$ cat config.mk
export PLATFORM = sky130hd
export DESIGN_NAME = sram_wishbone_port
export DESIGN_NICKNAME = d
export VERILOG_FILES = /design/src/rtl/sram_wishbone_port_pkg.sv /design/src/rtl/sram_wishbone_port.sv
export SDC_FILE = /design/constraint.sdc
export NUM_CORES = 1
export LEC_CHECK = 0
export BUFFER_PORTS_ARGS = -buffer_cell sky130_fd_sc_hd__buf_2
export CORE_AREA = 4 4 84 86
export CTS_CLUSTER_DIAMETER = 150
export DETAILED_ROUTE_END_ITERATION = 8
export DIE_AREA = 0 0 88 90
export PLACE_DENSITY = 0.69
export SLEW_MARGIN = 10
export SYNTH_ARGS = -nofsm -noshare
export SYNTH_HDL_FRONTEND = slang
export SYNTH_SLANG_ARGS = --single-unit
export TNS_END_PERCENT = 20
$ cat constraint.sdc
create_clock -name clk -period 1.4 [get_ports clk]
set_input_delay 0.21 -clock clk [delete_from_list [all_inputs] [get_ports clk]]
set_output_delay 0.21 -clock clk [all_outputs]
set_load 0.1 [all_outputs]
$ cat src/rtl/sram_wishbone_port_pkg.sv
// Shared constants for the Wishbone-to-SRAM port: FSM state encoding and word geometry
// common to the SRAM macro wrapper.
package sram_wishbone_port_pkg;

    localparam int unsigned WB_ADDRESS_SIZE_DEFAULT = 24;
    localparam int unsigned BYTE_COUNT_DEFAULT      = 4;
    localparam int unsigned WORD_SIZE               = 8 * BYTE_COUNT_DEFAULT;

    localparam logic [1:0] StIdle     = 2'd0;
    localparam logic [1:0] StReadWait = 2'd1;
    localparam logic [1:0] StAck      = 2'd2;
    localparam logic [1:0] StError    = 2'd3;

endpackage

$ cat src/rtl/sram_wishbone_port.sv
// Wishbone classic slave in front of a single-port synchronous SRAM; absorbs the one-cycle
// read latency and returns an error for addresses beyond the populated range.
module sram_wishbone_port
    import sram_wishbone_port_pkg::*;
#(
    parameter int unsigned ADDRESS_SIZE    = 9,
    parameter int unsigned BYTE_COUNT      = BYTE_COUNT_DEFAULT,
    parameter int unsigned WB_ADDRESS_SIZE = WB_ADDRESS_SIZE_DEFAULT
) (
    input  logic                       clk,
    input  logic                       rst,

    input  logic                       wb_cyc_i,
    input  logic                       wb_stb_i,
    input  logic                       wb_we_i,
    input  logic [BYTE_COUNT-1:0]      wb_sel_i,
    input  logic [WB_ADDRESS_SIZE-1:0] wb_adr_i,
    input  logic [WORD_SIZE-1:0]       wb_data_i,
    output logic                       wb_ack_o,
    output logic                       wb_error_o,
    output logic [WORD_SIZE-1:0]       wb_data_o,

    output logic                       sramSelect,
    output logic                       sramWriteEnable,
    output logic [BYTE_COUNT-1:0]      sramWriteMask,
    output logic [ADDRESS_SIZE-1:0]    sramAddress,
    output logic [WORD_SIZE-1:0]       sramDataWrite,
    input  logic [WORD_SIZE-1:0]       sramDataRead
);

    logic [1:0]           state_q, state_d;
    logic [WORD_SIZE-1:0] data_q, data_d;

    logic request;
    logic in_range;
    logic idle;
    logic unused_adr_bits;

    // Byte offset within the word carries no meaning for word-organised SRAM.
    assign unused_adr_bits = ^wb_adr_i[1:0];

    assign idle     = (state_q == StIdle);
    assign request  = wb_cyc_i & wb_stb_i;
    assign in_range = (wb_adr_i[WB_ADDRESS_SIZE-1:ADDRESS_SIZE+2] == '0);

    assign sramAddress     = wb_adr_i[ADDRESS_SIZE+1:2];
    assign sramWriteMask   = wb_sel_i;
    assign sramDataWrite   = wb_data_i;
    assign sramSelect      = idle & request & in_range & (~wb_we_i | (wb_sel_i != '0));
    assign sramWriteEnable = idle & request & in_range & wb_we_i;

    always_comb begin
        state_d = state_q;
        data_d  = data_q;
        case (state_q)
            StIdle: begin
                if (request) begin
                    if (!in_range) begin
                        state_d = StError;
                    end else if (wb_we_i) begin
                        state_d = StAck;
                    end else begin
                        state_d = StReadWait;
                    end
                end
            end
            StReadWait: begin
                data_d  = sramDataRead;
                // Master gave up while the SRAM was still reading: drop without ack.
                state_d = wb_cyc_i ? StAck : StIdle;
            end
            default: state_d = StIdle;
        endcase
    end

    always_ff @(posedge clk or posedge rst) begin
        if (rst) begin
            state_q <= StIdle;
            data_q  <= '0;
        end else begin
            state_q <= state_d;
            data_q  <= data_d;
        end
    end

    assign wb_ack_o   = (state_q == StAck) & wb_cyc_i;
    assign wb_error_o = (state_q == StError) & wb_cyc_i;
    assign wb_data_o  = data_q;

endmodule

# Word-level counts from Yosys, hierarchy flattened
# Index checks and enable logic that the tools add are counted.
[word_totals]
memories = 0
latch_bits = 0
mem_bits_ro = 0
register_bits = 34
mem_bits_rw = 0
[classes]
n_div = 0
eq_ne = 4
shift = 0
reduce_logical = 3
n_mux = 5
order_cmp = 0
multipliers = 0
add_sub_neg = 0
n_bitwise = 9
[ops]
columns = ["cell", "count"]
rows = [
  ["$logic_not 13->1", 1],
  ["$mux 2", 4],
  ["$and 1x1->1", 7],
  ["$eq 2x2->1 const B", 2],
  ["$pmux 2 s2", 1],
  ["$reduce_bool 4->1", 1],
  ["$eq 2x1->1 const B", 1],
  ["$logic_not 2->1", 1],
  ["$ne 2x2->1 const B", 1],
  ["$not 1->1", 1],
  ["$or 1x1->1", 1],
]

# Longest topological paths before layout
[logic_depth]
word_depth = 4
mapped_depth = 4
mapped_depth_nobuf = 3

# Least setup slack after synthesis
# OpenSTA, ideal clock, no wires.
[synth_path]
path_type = "register to output"
startpoint = "register state_q[0]"
endpoint = "output port wb_ack_o"
setup_slack_ps = -489
arrival_time_ps = 1679
stages_incl_launch_ff = 2
path_cell_list = "dfrtp_1 > nor2_1"
[synth_between]
elab_chain_len = 2
[synth_lines]
columns = ["element", "line", "source"]
rows = [
  ["from (decl)", "sram_wishbone_port.sv:31", "logic [1:0] state_q, state_d;"],
  ["from (signal assigned)", "sram_wishbone_port.sv:78", "state_q <= StIdle;"],
  ["from (signal assigned)", "sram_wishbone_port.sv:81", "state_q <= state_d;"],
  ["$eq 2x2->1", "sram_wishbone_port.sv:86", "assign wb_ack_o = (state_q == StAck) & wb_cyc_i;"],
  ["$and 1x1->1", "sram_wishbone_port.sv:86", ""],
  ["to (decl)", "sram_wishbone_port.sv:19", "output logic wb_ack_o,"],
]
# No other way between the ends.

# Final worst setup path
[layout_path]
startpoint = "register state_q[1]"
endpoint = "output port sramSelect"
[layout_between]
elab_chain_len = 4
[layout_lines]
columns = ["element", "line", "source"]
rows = [
  ["$logic_not 2->1", "sram_wishbone_port.sv:42", "assign idle = (state_q == StIdle);"],
  ["$and 1x1->1 (3 in series)", "sram_wishbone_port.sv:49", "assign sramSelect = idle & request & in_range & (~wb_we_i | (wb_sel_i != '0));"],
  ["to (decl)", "sram_wishbone_port.sv:23", "output logic sramSelect,"],
]
# No other way between the ends.

==> impl_metrics.csv <==
group,metric,value,unit
die,io_pins,178,
timing,tightest_slew,0.510,ns
timing,finalCritPeriodShare,115,%
clocking,htree_levels,2,
critical_path,worstPathRequired,1.19,ns
critical_path,start_kind,"flip-flop",
global_routing,met2_usage,18.8,%
timing,relSlewSlack,66.2,%
clocking,cts_inserted_buffers,5,
synth,synth_nets,232,
layout,fill_cells,619,
timing,slew_viol_final,0,
timing,period_minus_slack,1.61,ns
synth,netlist.area_leader.share,46.1,%
power,power_density,2150,mW/mm^2
global_routing,antenna_found_initial,0,
route,wire_per_inst,16.2,um
route,via_per_inst,4.23,
clocking,clkSinkCount,34,
status,status,"finished with violations",
critical_path,cp.depth,3,
placement,place_inst,260,
clocking,cts-root-buf,"clkbuf_8",
route,finalWirelength,4370,um
timing,fin_hold_ws,0.00455,ns
critical_path,worstSetupEndpointType,"primary output",
clocking,cts_tree,"yes",
global_routing,grt_pass1_vias,1183,
hold_path,hold_path_class,"input port to async pin",
synth,synth_area_leaders,"dfrtp_1 (46%), mux2_4 (24%), buf_4 (18%), buf_12 (3.3%), mux2_2 (1.2%)",
die,design.core.area,0.00628,mm^2
synth,synth-edff-count,0,
die,start_util,29.4,%
die,die_w,88,um
synth,netlist_area,0.00185,mm^2
synth,syn_avg_cell_area,13.7,um^2
layout,instances_no_fill,270,
route,first_pass_iters,4,
clocking,clkLatencyLatePin,0.28,ns
synth,synthDistinctLibCells,18,
synth,synth_seq_cells,34,
die,num_rows,29,
synth,synth_top_cell_by_area,"dfrtp_1",
critical_path,path_max_fanout,3,
status,violations,"setup timing",
global_routing,grt_use_met1,10.6,%
placement,io_buffers,93,
synth,yosysMostFrequentCell,"buf_4",
timing,fmax,0.621,GHz
layout,regArea,851,um^2
critical_path,cp.arrival,1.40,ns
run,maxCapViolations,0,
global_routing,grt_first_pass_wirelength,6470,um
global_routing,use_met3,4.66,%
layout,diodes,0,
critical_path,crit_type,"flip-flop to primary output",
timing,grt_setup_unrepaired,"true",
timing,hold_violations,0,
route,vias,1142,
route,ant_nets,0,
die,die_h,90,um
layout,drive_above_1_share,74.1,%
synth,netlist_top_cells_count,"buf_4 (45), dfrtp_1 (34), mux2_4 (30)",
layout,multi_input_area,619,um^2
critical_path,rr_worst_depth,4,
clocking,cts.hold.buffers_added,0,
route,drt-initial-drc-count,10,
critical_path,slowest_delay,0.41,ns
synth,synth_ff_type,"dfrtp_1",
clocking,clockBufferDepth,2,
global_routing,track_usage,10.8,%
synth,synthArstFlopShare,100,%
timing,fin_skew,0.00415,ns
critical_path,critPathBufInv,1,
layout,syn2layout_area_growth,24.4,%
global_routing,grt_max_degree,35,
synth,ys_seq_area_share,46.1,%
placement,dp_hpwl,3500,um
power,total_power,4.93,mW
timing,fin_ws,-0.211,ns
critical_path,crit_family,"simple AND/OR/NAND/NOR gates",
critical_path,path_cells,"nor4b_4 > and3_4 > buf_12",
power,leakage,1.23,nW
critical_path,critPathSlowestCell,"dfrtp_1",
power,peakVddDrop,0.965,mV
route,drc,0,
global_routing,busiest_layer,"met2",
placement,routabilityCongestion,0.663,
layout,nets,289,
synth,yosys_warnings,0,
synth,postSynthCellCount,135,
timing,finalSetupViolCount,3,
die,die_area,0.00792,mm^2
global_routing,gr-total-overflow,0,
clocking,clkTransAtPathRegs,0.07,ns
layout make-up:
| cell class | count | share of cell area (%) |
|---|---|---|
| flip-flops and latches | 34 | 37.0 |
| well taps | 77 | 4.19 |
| clock inverters | 1 | 1.31 |
| multi-input cells | 50 | 27.0 |
| repair buffers | 99 | 26.9 |
| inverters | 2 | 0.327 |
| clock buffers | 7 | 3.32 |
repair_timing:
item | 4_1_cts | 5_1_grt
pin swaps | 2 | 1
endpoints found under the setup margin | 4 | 28
gates cloned | 0 | 1
setup buffers | 1 | 0
resized for setup | 2 | 2
per-layer routing:
layer | routed length [um] | up-vias | share of wire (%)
li1 | - | 520 | -
met1 | 1470 | 520 | 34
met2 | 2240 | 83 | 51
met3 | 550 | 19 | 13
met4 | 118 | 0 | 2.7
met5 | 0 | - | 0
per-stage QoR:
step           setup slack, ns  util (%)  area, um^2  setup TNS (ns)
2_1_floorplan          -0.0449         -        1870         -0.0449
3_3_place_gp           -0.0289      34.0        2140         -0.0569
3_5_place_dp           -0.0745      34.0        2140          -0.143
4_1_cts                 -0.224      36.1        2260          -0.491
5_1_grt                 -0.270      36.6        2300          -0.662
6_report                -0.211      36.6        2300          -0.447
path summary, 6_finish.rpt:
| check | start | end | slack, ns |
|---|---|---|---|
| min in group clk | sramDataRead[0] | wb_data_o[0]$_DFFE_PP0N_ | 0.16 |
| worst max-delay path | state_q[1]$_DFFE_PP0P_ | sramSelect | -0.21 |
| worst max register to register | state_q[1]$_DFFE_PP0P_ | wb_data_o[18]$_DFFE_PP0N_ | 0.05 |
| worst min-delay path | rst | wb_data_o[16]$_DFFE_PP0N_ | 0.005 |
| worst min register to register | wb_data_o[26]$_DFFE_PP0N_ | wb_data_o[26]$_DFFE_PP0N_ | 0.50 |
| max in group asynchronous | rst | state_q[1]$_DFFE_PP0P_ | 1.09 |
sequential cells by signal (all words and copies together), names as in the netlist:
signal and count:
state_q 2, wb_data_o 32
kinds of logic (layout without fill, tap and decap cells):
| logic type | count (synthesis) | in the layout | share of synthesized area, % |
|---|---|---|---|
| compound gates | 2 | 2 | 0.881 |
| simple gates | 16 | 16 | 4.88 |
| flops | 34 | 34 | 46.1 |
| buf+inv | 51 | 109 | 22.6 |
| mux | 32 | 32 | 25.6 |
placed cells by master (no fill, tap or decap), drive strengths merged:
| master | netlist | layout |
|---|---|---|
| nor4 | 3 | 3 |
| nor3 | 1 | 1 |
| clkbuf | 0 | 8 |
| and4 | 1 | 1 |
| and3 | 3 | 3 |
| nand2 | 2 | 2 |
| dfrtp | 34 | 34 |
| a2111oi | 1 | 1 |
| a21boi | 1 | 1 |
| inv | 2 | 2 |
| nor2 | 4 | 4 |
| buf | 49 | 98 |
| nor4b | 1 | 1 |
| bufinv | 0 | 1 |
| nand2b | 1 | 1 |
| mux2 | 32 | 32 |
worst reg2reg max path: cells and delay by family (launching register included):
family                 cells  cell delay, ns
buffers and inverters      2            0.35
flip-flops                 1            0.41
multiplexers               1            0.30
AND/OR/NAND/NOR            1            0.18
power by group:
group / leakage (nW) / switching, mW / total (mW) / internal [mW]
logic: 0.777 / 2.14 / 2.71 / 0.576
clock network: 0.0524 / 0.335 / 0.868 / 0.532
registers: 0.399 / 0.125 / 1.35 / 1.23
(Power assumes the default switching activity.)
